--- src/rtl/pwm_pkg.sv ---
// rtl/pwm_pkg.sv - shared constants and deadband state encoding for the PWM block
package pwm_pkg;

  localparam int unsigned PWM_WIDTH = 11;
  localparam int unsigned PWM_NCH   = 2;
  localparam int unsigned PWM_DT_W  = 6;

  typedef enum logic [2:0] {
    DB_OFF      = 3'd0,
    DB_LO_ON    = 3'd1,
    DB_DT_TO_HI = 3'd2,
    DB_HI_ON    = 3'd3,
    DB_DT_TO_LO = 3'd4
  } db_state_e;

endpackage

--- src/rtl/pwm_dt_chan.sv ---
// rtl/pwm_dt_chan.sv - one deadband channel: raw PWM in, non-overlapping hi/lo drive out
module pwm_dt_chan
  import pwm_pkg::*;
#(
  parameter int unsigned DT_W = PWM_DT_W
) (
  input  logic            clk,
  input  logic            rst_n,
  input  logic            en_i,
  input  logic            raw_i,
  input  logic [DT_W-1:0] dt_i,
  output logic            hi_o,
  output logic            lo_o
);

  db_state_e       state_q;
  logic [DT_W-1:0] ctr_q;
  logic            hi_q;
  logic            lo_q;
  logic            dt_zero;
  logic [DT_W-1:0] dt_load;

  // The counter is checked on the edge after loading, so it starts at dt-1;
  // a zero dead time skips the gap state so the outputs stay complementary.
  assign dt_zero = (dt_i == '0);
  assign dt_load = dt_i - DT_W'(1);

  always_ff @(posedge clk or negedge rst_n) begin
    if (!rst_n) begin
      state_q <= DB_OFF;
      ctr_q   <= '0;
      hi_q    <= 1'b0;
      lo_q    <= 1'b0;
    end else if (!en_i) begin
      state_q <= DB_OFF;
      ctr_q   <= '0;
      hi_q    <= 1'b0;
      lo_q    <= 1'b0;
    end else begin
      unique case (state_q)
        DB_OFF: begin
          if (raw_i) begin
            if (dt_zero) begin
              state_q <= DB_HI_ON;
              hi_q    <= 1'b1;
            end else begin
              state_q <= DB_DT_TO_HI;
              ctr_q   <= dt_load;
            end
          end else begin
            if (dt_zero) begin
              state_q <= DB_LO_ON;
              lo_q    <= 1'b1;
            end else begin
              state_q <= DB_DT_TO_LO;
              ctr_q   <= dt_load;
            end
          end
        end
        DB_LO_ON: begin
          if (raw_i) begin
            lo_q <= 1'b0;
            if (dt_zero) begin
              state_q <= DB_HI_ON;
              hi_q    <= 1'b1;
            end else begin
              state_q <= DB_DT_TO_HI;
              ctr_q   <= dt_load;
            end
          end
        end
        DB_DT_TO_HI: begin
          if (!raw_i) begin
            state_q <= DB_LO_ON;
            lo_q    <= 1'b1;
          end else if (ctr_q == '0) begin
            state_q <= DB_HI_ON;
            hi_q    <= 1'b1;
          end else begin
            ctr_q <= ctr_q - DT_W'(1);
          end
        end
        DB_HI_ON: begin
          if (!raw_i) begin
            hi_q <= 1'b0;
            if (dt_zero) begin
              state_q <= DB_LO_ON;
              lo_q    <= 1'b1;
            end else begin
              state_q <= DB_DT_TO_LO;
              ctr_q   <= dt_load;
            end
          end
        end
        DB_DT_TO_LO: begin
          if (raw_i) begin
            state_q <= DB_HI_ON;
            hi_q    <= 1'b1;
          end else if (ctr_q == '0) begin
            state_q <= DB_LO_ON;
            lo_q    <= 1'b1;
          end else begin
            ctr_q <= ctr_q - DT_W'(1);
          end
        end
        default: begin
          state_q <= DB_OFF;
          hi_q    <= 1'b0;
          lo_q    <= 1'b0;
        end
      endcase
    end
  end

  assign hi_o = hi_q;
  assign lo_o = lo_q;

endmodule

--- src/rtl/pwm_deadband.sv ---
// rtl/pwm_deadband.sv - multi-channel PWM with shared counter, period shadows and deadband
module pwm_deadband
  import pwm_pkg::*;
#(
  parameter int unsigned WIDTH = PWM_WIDTH,
  parameter int unsigned NCH   = PWM_NCH,
  parameter int unsigned DT_W  = PWM_DT_W
) (
  input  logic                 clk,
  input  logic                 rst_n,
  input  logic                 en,
  input  logic [NCH*WIDTH-1:0] duty,
  input  logic [DT_W-1:0]      dead_time,
  output logic [NCH-1:0]       pwm_hi,
  output logic [NCH-1:0]       pwm_lo,
  output logic                 period_wrap
);

  logic [WIDTH-1:0]     cnt_q;
  logic [WIDTH-1:0]     cnt_d;
  logic [NCH*WIDTH-1:0] duty_act_q;
  logic [DT_W-1:0]      dt_act_q;
  logic [NCH-1:0]       raw_q;
  logic [NCH-1:0]       raw_d;
  logic                 cnt_max;
  logic                 shadow_ld;

  assign cnt_max   = (cnt_q == '1);
  // Shadows track the inputs while idle so a fresh run starts on current values.
  assign shadow_ld = !en || cnt_max;

  always_comb begin
    cnt_d = en ? cnt_q + WIDTH'(1) : '0;
    raw_d = '0;
    for (int i = 0; i < int'(NCH); i++) begin
      raw_d[i] = (cnt_q < duty_act_q[i*WIDTH +: WIDTH]);
    end
  end

  always_ff @(posedge clk or negedge rst_n) begin
    if (!rst_n) begin
      cnt_q      <= '0;
      duty_act_q <= '0;
      dt_act_q   <= '0;
      raw_q      <= '0;
    end else begin
      cnt_q <= cnt_d;
      raw_q <= raw_d;
      if (shadow_ld) begin
        duty_act_q <= duty;
        dt_act_q   <= dead_time;
      end
    end
  end

  assign period_wrap = en && cnt_max;

  for (genvar g = 0; g < int'(NCH); g++) begin : g_chan
    pwm_dt_chan #(
      .DT_W (DT_W)
    ) u_chan (
      .clk   (clk),
      .rst_n (rst_n),
      .en_i  (en),
      .raw_i (raw_q[g]),
      .dt_i  (dt_act_q),
      .hi_o  (pwm_hi[g]),
      .lo_o  (pwm_lo[g])
    );
  end

endmodule

--- config.mk ---
export PLATFORM = sky130hd
export DESIGN_NAME = pwm_deadband
export DESIGN_NICKNAME = d
export VERILOG_FILES = /design/src/rtl/pwm_pkg.sv /design/src/rtl/pwm_dt_chan.sv /design/src/rtl/pwm_deadband.sv
export SDC_FILE = /design/constraint.sdc
export NUM_CORES = 1
export LEC_CHECK = 0
export CORE_MARGIN = 3
export CORE_UTILIZATION = 58
export DETAILED_ROUTE_END_ITERATION = 6
export PLACE_DENSITY_LB_ADDON = 0.15
export SLEW_MARGIN = 20
export SYNTH_ARGS = -nofsm -noshare
export SYNTH_HDL_FRONTEND = slang
export SYNTH_SLANG_ARGS = --single-unit
--- constraint.sdc ---
create_clock -name clk -period 2.46 [get_ports clk]
set_input_delay 0.615 -clock clk [delete_from_list [all_inputs] [get_ports clk]]
set_output_delay 0.615 -clock clk [all_outputs]
set_load 0.005 [all_outputs]
==> results of run 1 <==
-- repair_timing --
action | CTS | global route
resized for setup | 3 | 1
endpoints found under the setup margin | 1 | 1
pin swaps | 2 | 1
buffers inserted | 4 | 0
-- cell usage in the layout, fill, tap and decap left out, drive strengths merged, types with 3 or more instances in the layout --
master / netlist / final
dfrtp: 63 / 63
inv: 37 / 37
nor2: 37 / 37
clkdlybuf4s50: 0 / 33
mux2: 29 / 29
a21oi: 27 / 27
nand2: 27 / 27
ha: 27 / 27
buf: 16 / 22
o21ai: 19 / 19
nand3: 13 / 13
clkbuf: 8 / 10
nand2b: 9 / 9
a21o: 9 / 9
xnor2: 9 / 9
nor3: 9 / 9
o22ai: 8 / 8
nand4: 8 / 8
and3: 7 / 7
and2: 7 / 7
xor2: 6 / 6
a211oi: 4 / 4
nor2b: 4 / 4
nand3b: 4 / 4
nor4: 4 / 4
a311o: 3 / 3
a32o: 3 / 3
mux2i: 3 / 3
a22oi: 3 / 3
clkinv: 0 / 3
clkinvlp: 0 / 3
or2: 3 / 3
-- logic make-up after synthesis --
group / count (synthesis) / synth area share [%]
XOR/XNOR: 15 / 3.38
AO/OA/AOI/OAI: 98 / 16.3
flip-flops: 63 / 38.4
buffers and inverters: 61 / 6.61
AND/OR/NAND/NOR: 141 / 18.4
multiplexers: 32 / 8.68
adder cells (fa/ha/maj): 27 / 8.23
-- synthesized netlist by cell type, drive strengths merged, types with 2 or more instances --
master   instances  area [sq um]
a211oi           4          30.0
o22ai            8          50.1
nor3b            2          15.0
inv             37           139
ha              27           338
xor2             6          52.6
mux2i            3          30.0
nand2b           9          56.3
or2              3          18.8
a21oi           27           135
a2111oi          2          17.5
buf             16           103
xnor2            9          86.3
nor4             4          31.3
nor2b            4          25.0
mux2            29           327
o211ai           2          15.0
nor3             9          60.1
nand4            8          50.1
a32o             3          30.0
and2             7          45.1
clkbuf           8          30.0
o21ai           19          95.1
nand3b           4          30.0
nor4b            2          32.5
a311o            3          30.0
nand2           27           104
o2111ai          2          17.5
o32ai            2          17.5
and3             7          43.8
dfrtp           63          1580
nor2            37           141
o211a            2          20.0
a22oi            3          22.5
a21o             9          67.6
or3              2          12.5
a311oi           2          17.5
nand3           13          65.1
-- routing by layer --
metal,up-vias,part of all wire (%),track usage [%]
li1,1645,-,-
met1,1587,43,30.9
met2,102,49,38.8
met3,21,5.1,3.85
met4,0,2.7,11.4
met5,-,0,0
-- where the power goes --
| group | switching [mW] | internal [mW] |
|---|---|---|
| combinational | 0.470 | 0.446 |
| sequential | 0.156 | 1.16 |
| clock | 0.430 | 0.360 |
| total | 1.06 | 1.97 |
-- state kept, by name (all words and copies together) (netlist names) --
name,cells
g_chan.u_chan.ctr_q,12
cnt_q,11
g_chan.u_chan.lo_o,2
raw_q,2
g_chan.u_chan.hi_o,2
dt_act_q,6
g_chan.u_chan.state_q,6
duty_act_q,22
-- final cells by class --
| type | count | area (sq um) | area share (%) |
|---|---|---|---|
| inverters | 37 | 139 | 2.90 |
| clock buffers | 10 | 128 | 2.67 |
| flip-flops and latches | 63 | 1580 | 32.9 |
| well taps | 96 | 120 | 2.51 |
| multi-input cells | 313 | 2270 | 47.5 |
| repair buffers | 56 | 514 | 10.7 |
| clock inverters | 6 | 37.5 | 0.784 |
-- worst max-delay path, cell delays in order, from the launching register on --
cell                            delay [ns]
sky130_fd_sc_hd__dfrtp_1              0.37
sky130_fd_sc_hd__ha_2                 0.20
sky130_fd_sc_hd__nand3_1              0.12
sky130_fd_sc_hd__nor4_4               0.17
sky130_fd_sc_hd__nand2_1              0.13
sky130_fd_sc_hd__nor2_2               0.12
sky130_fd_sc_hd__dlygate4sd2_1        0.25
-- worst max-delay path by stage --
stage          depth (start not counted)     endpoint     start
2_1_floorplan                          4  period_wrap        en
3_3_place_gp                           4  period_wrap        en
3_5_place_dp                           4  period_wrap        en
4_1_cts                                6  period_wrap  cnt_q[1]
5_1_grt                                6  period_wrap  cnt_q[1]
6_report                               6  period_wrap  cnt_q[0]
==> results.sh, run 1 <==
export IMPL_run_status="finished clean"
export IMPL_vias_per_cell=5.77
export IMPL_crit_required_ns=1.85
export IMPL_num_nets_final=538
export IMPL_vias_in_the_first_global_route=3379
export IMPL_grt_setup_unrepaired="false"
export IMPL_timing_max_transition_violations_final=0
export IMPL_dpl_cell_count=561
export IMPL_synth_lib_cells_used_distinct=63
export IMPL_ys_ff_latch=63
export IMPL_detailedPlace_worstSlack_ns=-0.0523
export IMPL_overflow=0
export IMPL_synth_area_sq_um=4110
export IMPL_post_route_drc_count=0
export IMPL_fmaxAchievable_ghz=0.432
export IMPL_ant_nets=0
export IMPL_number_of_flops_mapped_to_enable_cells_by_yosys=0
export IMPL_vias=3355
export IMPL_relSlewSlack_pct=59.8
export IMPL_num_fill_cells=555
export IMPL_final_routed_wirelength_um=8960
export IMPL_fraction_of_final_layout_cells_with_drive_strength_greater_than_1_pct=16.9
export IMPL_cts_tree="done"
export IMPL_synthCells=437
export IMPL_grt_usage_pct=23.8
export IMPL_antenna_violations_before_repair=0
export IMPL_worst_r2r_cell_count=9
export IMPL_setup_worst_path_class="reg2out"
export IMPL_worst_slew_pin_transition_ns=0.602
export IMPL_fp_dieArea_sq_um=8130
export IMPL_final_period_minus_worst_setup_slack_ns=2.32
export IMPL_final_setup_skew_ns=0.00692
export IMPL_place_port_buffers=35
export IMPL_static_leakage_power_nw=2.22
export IMPL_timing_reg2reg_setup_slack_ns=0.30
export IMPL_gpl_final_weighted_congestion=0.905
export IMPL_worstSetupEndpointType="primary output"
export IMPL_flow_area_growth_from_synthesis_pct=16.6
export IMPL_cts_hold_buffers_added=0
export IMPL_pwr_density_cell_nw_per_um2=632
export IMPL_clock_insertion_delay_worst_skew_ns=0.34
export IMPL_wire_length_of_the_first_global_routing_pass_um=15700
export IMPL_synth_main_ff_cell="sky130_fd_sc_hd__dfrtp_1"
export IMPL_finish_utilization_pct=70.1
export IMPL_floorplan_die_width_um=90.1
export IMPL_drtIter0Drc=238
export IMPL_worstPathMaxFanout=2
export IMPL_coreArea_sq_um=6830
export IMPL_worst_slack_setup_final_ns=0.145
export IMPL_r2r_end="g_chan[1].u_chan.ctr_q[0]"
export IMPL_vdd_ir_drop_worst_mv=0.470
export IMPL_critical_path_arrival_ns=1.70
export IMPL_timing_final_crit_share_pct=94.1
export IMPL_route_detailed_wl_per_inst_um=15.4
export IMPL_synth_net_count=495
export IMPL_cts_reportedPaths_clkPinSlew_ns=0.07
export IMPL_setup_worst_path_start_class="flip-flop"
export IMPL_clkSinkCount=63
export IMPL_hold_class="in2async"
export IMPL_placedInstanceArea_sq_um=4580
export IMPL_post_layout_nonfiller_instances=581
export IMPL_floorplan_initialDensity_pct=60.1
export IMPL_synth_avg_cell_area_sq_um=9.40
export IMPL_fin_setup_tns_ns=0
export IMPL_cts_buffers=9
export IMPL_synthArstFlopShare_pct=100
export IMPL_design_area_sq_um=4790
export IMPL_floorplan_io_pins=36
export IMPL_yosysSeqAreaShare_pct=38.4
export IMPL_yosys_warnings=0
export IMPL_timing_rr_start="dt_act_q[0]"
export IMPL_fin_total_pwr_mw=3.03
export IMPL_grt_start_max_net_pins=64
export IMPL_die_height_um=90.1
export IMPL_dp_final_hpwl_um=6350
export IMPL_htree_levels=3
export IMPL_detailedRoute_firstPassIterationCount=4
export IMPL_whs_ns=0.263
export IMPL_cap_viol_max_count=0
export IMPL_row_count=30
export IMPL_finalSetupViolations=0
export IMPL_report_final_hold_viol_count=0
export IMPL_clock_root_buffer="sky130_fd_sc_hd__clkbuf_8"
export IMPL_clock_tree_buffer_depth=2
export IMPL_num_antenna_cells=0
Note: power is estimated with default switching activity, not from simulation.
==> inputs of run 2 (changes only) <==
Settings changed: ABC_CLOCK_PERIOD_IN_PS set to 2460.
==> results of run 2 <==
Final layout, timing and power as in run 1 (identical DEF).
==> inputs of run 3 (changes only) <==
Settings changed: MAX_ROUTING_LAYER set to met4.
==> run 3 against run 2 <==
Against the previous run: cell count increased by 1.9%; die area stayed put; fmax down 0.17%; utilization is 3.1 points higher; clock power grew 19%; via count grew 3.2%; total power rose by 6.3%; global-route usage is 2.1 points higher; register-to-register slack lost 0.16 ns; largest power group unchanged.
==> results.sh, run 3 (same netlist as run 1, synthesis figures left out) <==
export IMPL_reg_top3="duty_act_q: 22 flops, g_chan.u_chan.ctr_q: 12 flops, cnt_q: 11 flops"
export IMPL_run_status="finished clean"
export IMPL_cts_hold_buffers_added=0
export IMPL_wire_length_of_the_first_global_routing_pass_um=16700
export IMPL_antenna_violations_before_repair=0
export IMPL_clock_root_buffer="sky130_fd_sc_hd__clkbuf_8"
export IMPL_fmaxAchievable_ghz=0.431
export IMPL_layout_commonest_cell="sky130_fd_sc_hd__dfrtp_1"
export IMPL_report_final_hold_viol_count=0
export IMPL_htree_levels=3
export IMPL_drtIter0Drc=252
export IMPL_finalSetupViolations=0
export IMPL_clock_tree_buffer_depth=2
export IMPL_timing_rr_start="cnt_q[0]"
export IMPL_floorplan_initialDensity_pct=60.1
export IMPL_worst_slack_setup_final_ns=0.141
export IMPL_largest_register_ffs=22
export IMPL_whs_ns=0.130
export IMPL_maxUsedRoutingLayer="met4"
export IMPL_detailedRoute_firstPassIterationCount=6
export IMPL_gpl_final_weighted_congestion=0.896
export IMPL_row_count=30
export IMPL_grt_start_max_net_pins=54
export IMPL_floorplan_io_pins=36
export IMPL_cts_reportedPaths_clkPinSlew_ns=0.08
export IMPL_flow_area_growth_from_synthesis_pct=21.7
export IMPL_register_area_sq_um=1580
export IMPL_floorplan_die_width_um=90.1
export IMPL_final_routed_wirelength_um=9810
export IMPL_final_period_minus_worst_setup_slack_ns=2.32
export IMPL_num_antenna_cells=0
export IMPL_vdd_ir_drop_worst_mv=0.378
export IMPL_vias=3462
export IMPL_cap_viol_max_count=0
export IMPL_cts_buffers=9
export IMPL_ant_nets=0
export IMPL_m1WireLength_um=4200
export IMPL_post_route_drc_count=0
export IMPL_worstPathMaxFanout=7
export IMPL_place_port_buffers=35
export IMPL_pwr_density_cell_nw_per_um2=643
export IMPL_grt_usage_pct=25.8
export IMPL_route_met2_wl_um=4880
export IMPL_coreArea_sq_um=6830
export IMPL_hold_class="in2async"
export IMPL_multi_input_comb_area_sq_um=2300
export IMPL_overflow=0
export IMPL_final_setup_skew_ns=0.00890
export IMPL_cts_tree="done"
export IMPL_worst_slew_pin_transition_ns=0.705
export IMPL_vias_per_cell=5.85
export IMPL_setup_worst_path_class="reg2reg"
export IMPL_num_fill_cells=493
export IMPL_register_bank_with_the_most_flops="duty_act_q"
export IMPL_setup_worst_path_start_class="flip-flop"
export IMPL_clkSinkCount=63
export IMPL_dr_wl_met3_um=495
export IMPL_worstSetupEndpointType="flip-flop"
export IMPL_dp_final_hpwl_um=6560
export IMPL_relSlewSlack_pct=53.0
export IMPL_route_detailed_wl_per_inst_um=16.6
export IMPL_vias_in_the_first_global_route=3579
export IMPL_timing_final_crit_share_pct=94.3
export IMPL_layout_cells_most_common_list="sky130_fd_sc_hd__dfrtp_1 (63), sky130_fd_sc_hd__inv_1 (37), sky130_fd_sc_hd__nor2_1 (35), sky130_fd_sc_hd__clkdlybuf4s50_1 (33), sky130_fd_sc_hd__mux2_2 (29)"
export IMPL_detailedPlace_worstSlack_ns=-0.0285
export IMPL_die_height_um=90.1
export IMPL_num_nets_final=550
export IMPL_critical_path_arrival_ns=2.57
export IMPL_timing_max_transition_violations_final=0
export IMPL_static_leakage_power_nw=2.32
export IMPL_clock_insertion_delay_worst_skew_ns=0.36
export IMPL_crit_required_ns=2.71
export IMPL_grt_setup_unrepaired="false"
export IMPL_fraction_of_final_layout_cells_with_drive_strength_greater_than_1_pct=19.2
export IMPL_finish_utilization_pct=73.2
export IMPL_crit_start="cnt_q[0]"
export IMPL_fp_dieArea_sq_um=8130
## run 3: changes by cell type in the layout (fill, tap and decap cells not counted), moves of 2 or more
cell | previous run | this run
sky130_fd_sc_hd__buf_12 | 1 | 3
sky130_fd_sc_hd__buf_4 | 20 | 28
sky130_fd_sc_hd__clkbuf_16 | 0 | 2
sky130_fd_sc_hd__clkinv_2 | 3 | 1
## run 3: per-layer routing
layer	vias up	track usage (%)
met4	0	12.9
met1	1659	31.4
met2	113	42.3
met3	22	3.60
met5	-	-
li1	1668	-
## run 3: repair_timing
| action | in CTS | in global routing |
|---|---|---|
| pin swaps | 3 | 3 |
| endpoints found under the setup margin | 1 | 29 |
| cloned | 0 | 2 |
| buffers inserted | 11 | 4 |
| gates resized for setup | 4 | 10 |
## run 3: layout make-up
class	instances	area share, %
Clock buffer	10	2.75
Inverter	37	2.78
Tap cell	96	2.40
Multi-Input combinational cell	313	46.0
Clock inverter	5	1.18
Timing Repair Buffer	68	13.3
Sequential cell	63	31.5
## run 3: path summary, 6_finish.rpt
path | slack (ns) | endpoint | cells past startpoint
setup reg to reg | 0.14 | duty_act_q[11] | 12
max in group asynchronous | 1.75 | cnt_q[4] | 2
hold / removal | 0.13 | g_chan[1].u_chan.state_q[1] | 1
hold reg to reg | 0.50 | g_chan[0].u_chan.lo_o | 1
min in group clk | 0.50 | g_chan[0].u_chan.lo_o | 1
setup / recovery | 0.14 | duty_act_q[11] | 12
## run 3: metrics by stage
stage / TNS [ns] / total power [mW] / cell area, sq um / std cells
2_1_floorplan: 0 / 1.98 / 4110 / 437
3_3_place_gp: -0.0565 / 2.22 / 4580 / 561
3_5_place_dp: -0.0285 / 2.26 / 4580 / 561
4_1_cts: -2.05 / 3.19 / 4870 / 587
5_1_grt: 0 / 3.42 / 5000 / 592
6_report: 0 / 3.22 / 5000 / 592
## run 3: critical path, stage by stage (launching register included)
cell and delay [ns]:
sky130_fd_sc_hd__dfrtp_1 0.40, sky130_fd_sc_hd__ha_4 0.16, sky130_fd_sc_hd__nand3_2 0.10, sky130_fd_sc_hd__nor4_4 0.18
sky130_fd_sc_hd__nand2_1 0.13, sky130_fd_sc_hd__buf_4 0.15, sky130_fd_sc_hd__buf_4 0.12, sky130_fd_sc_hd__buf_4 0.12
sky130_fd_sc_hd__buf_4 0.12, sky130_fd_sc_hd__buf_4 0.14, sky130_fd_sc_hd__nand2_8 0.10, sky130_fd_sc_hd__clkbuf_16 0.16
sky130_fd_sc_hd__mux2_2 0.33
## run 3: power by group
part           internal, mW  switching, mW
Sequential             1.16          0.153
Combinational         0.466          0.494
Clock                 0.489          0.449
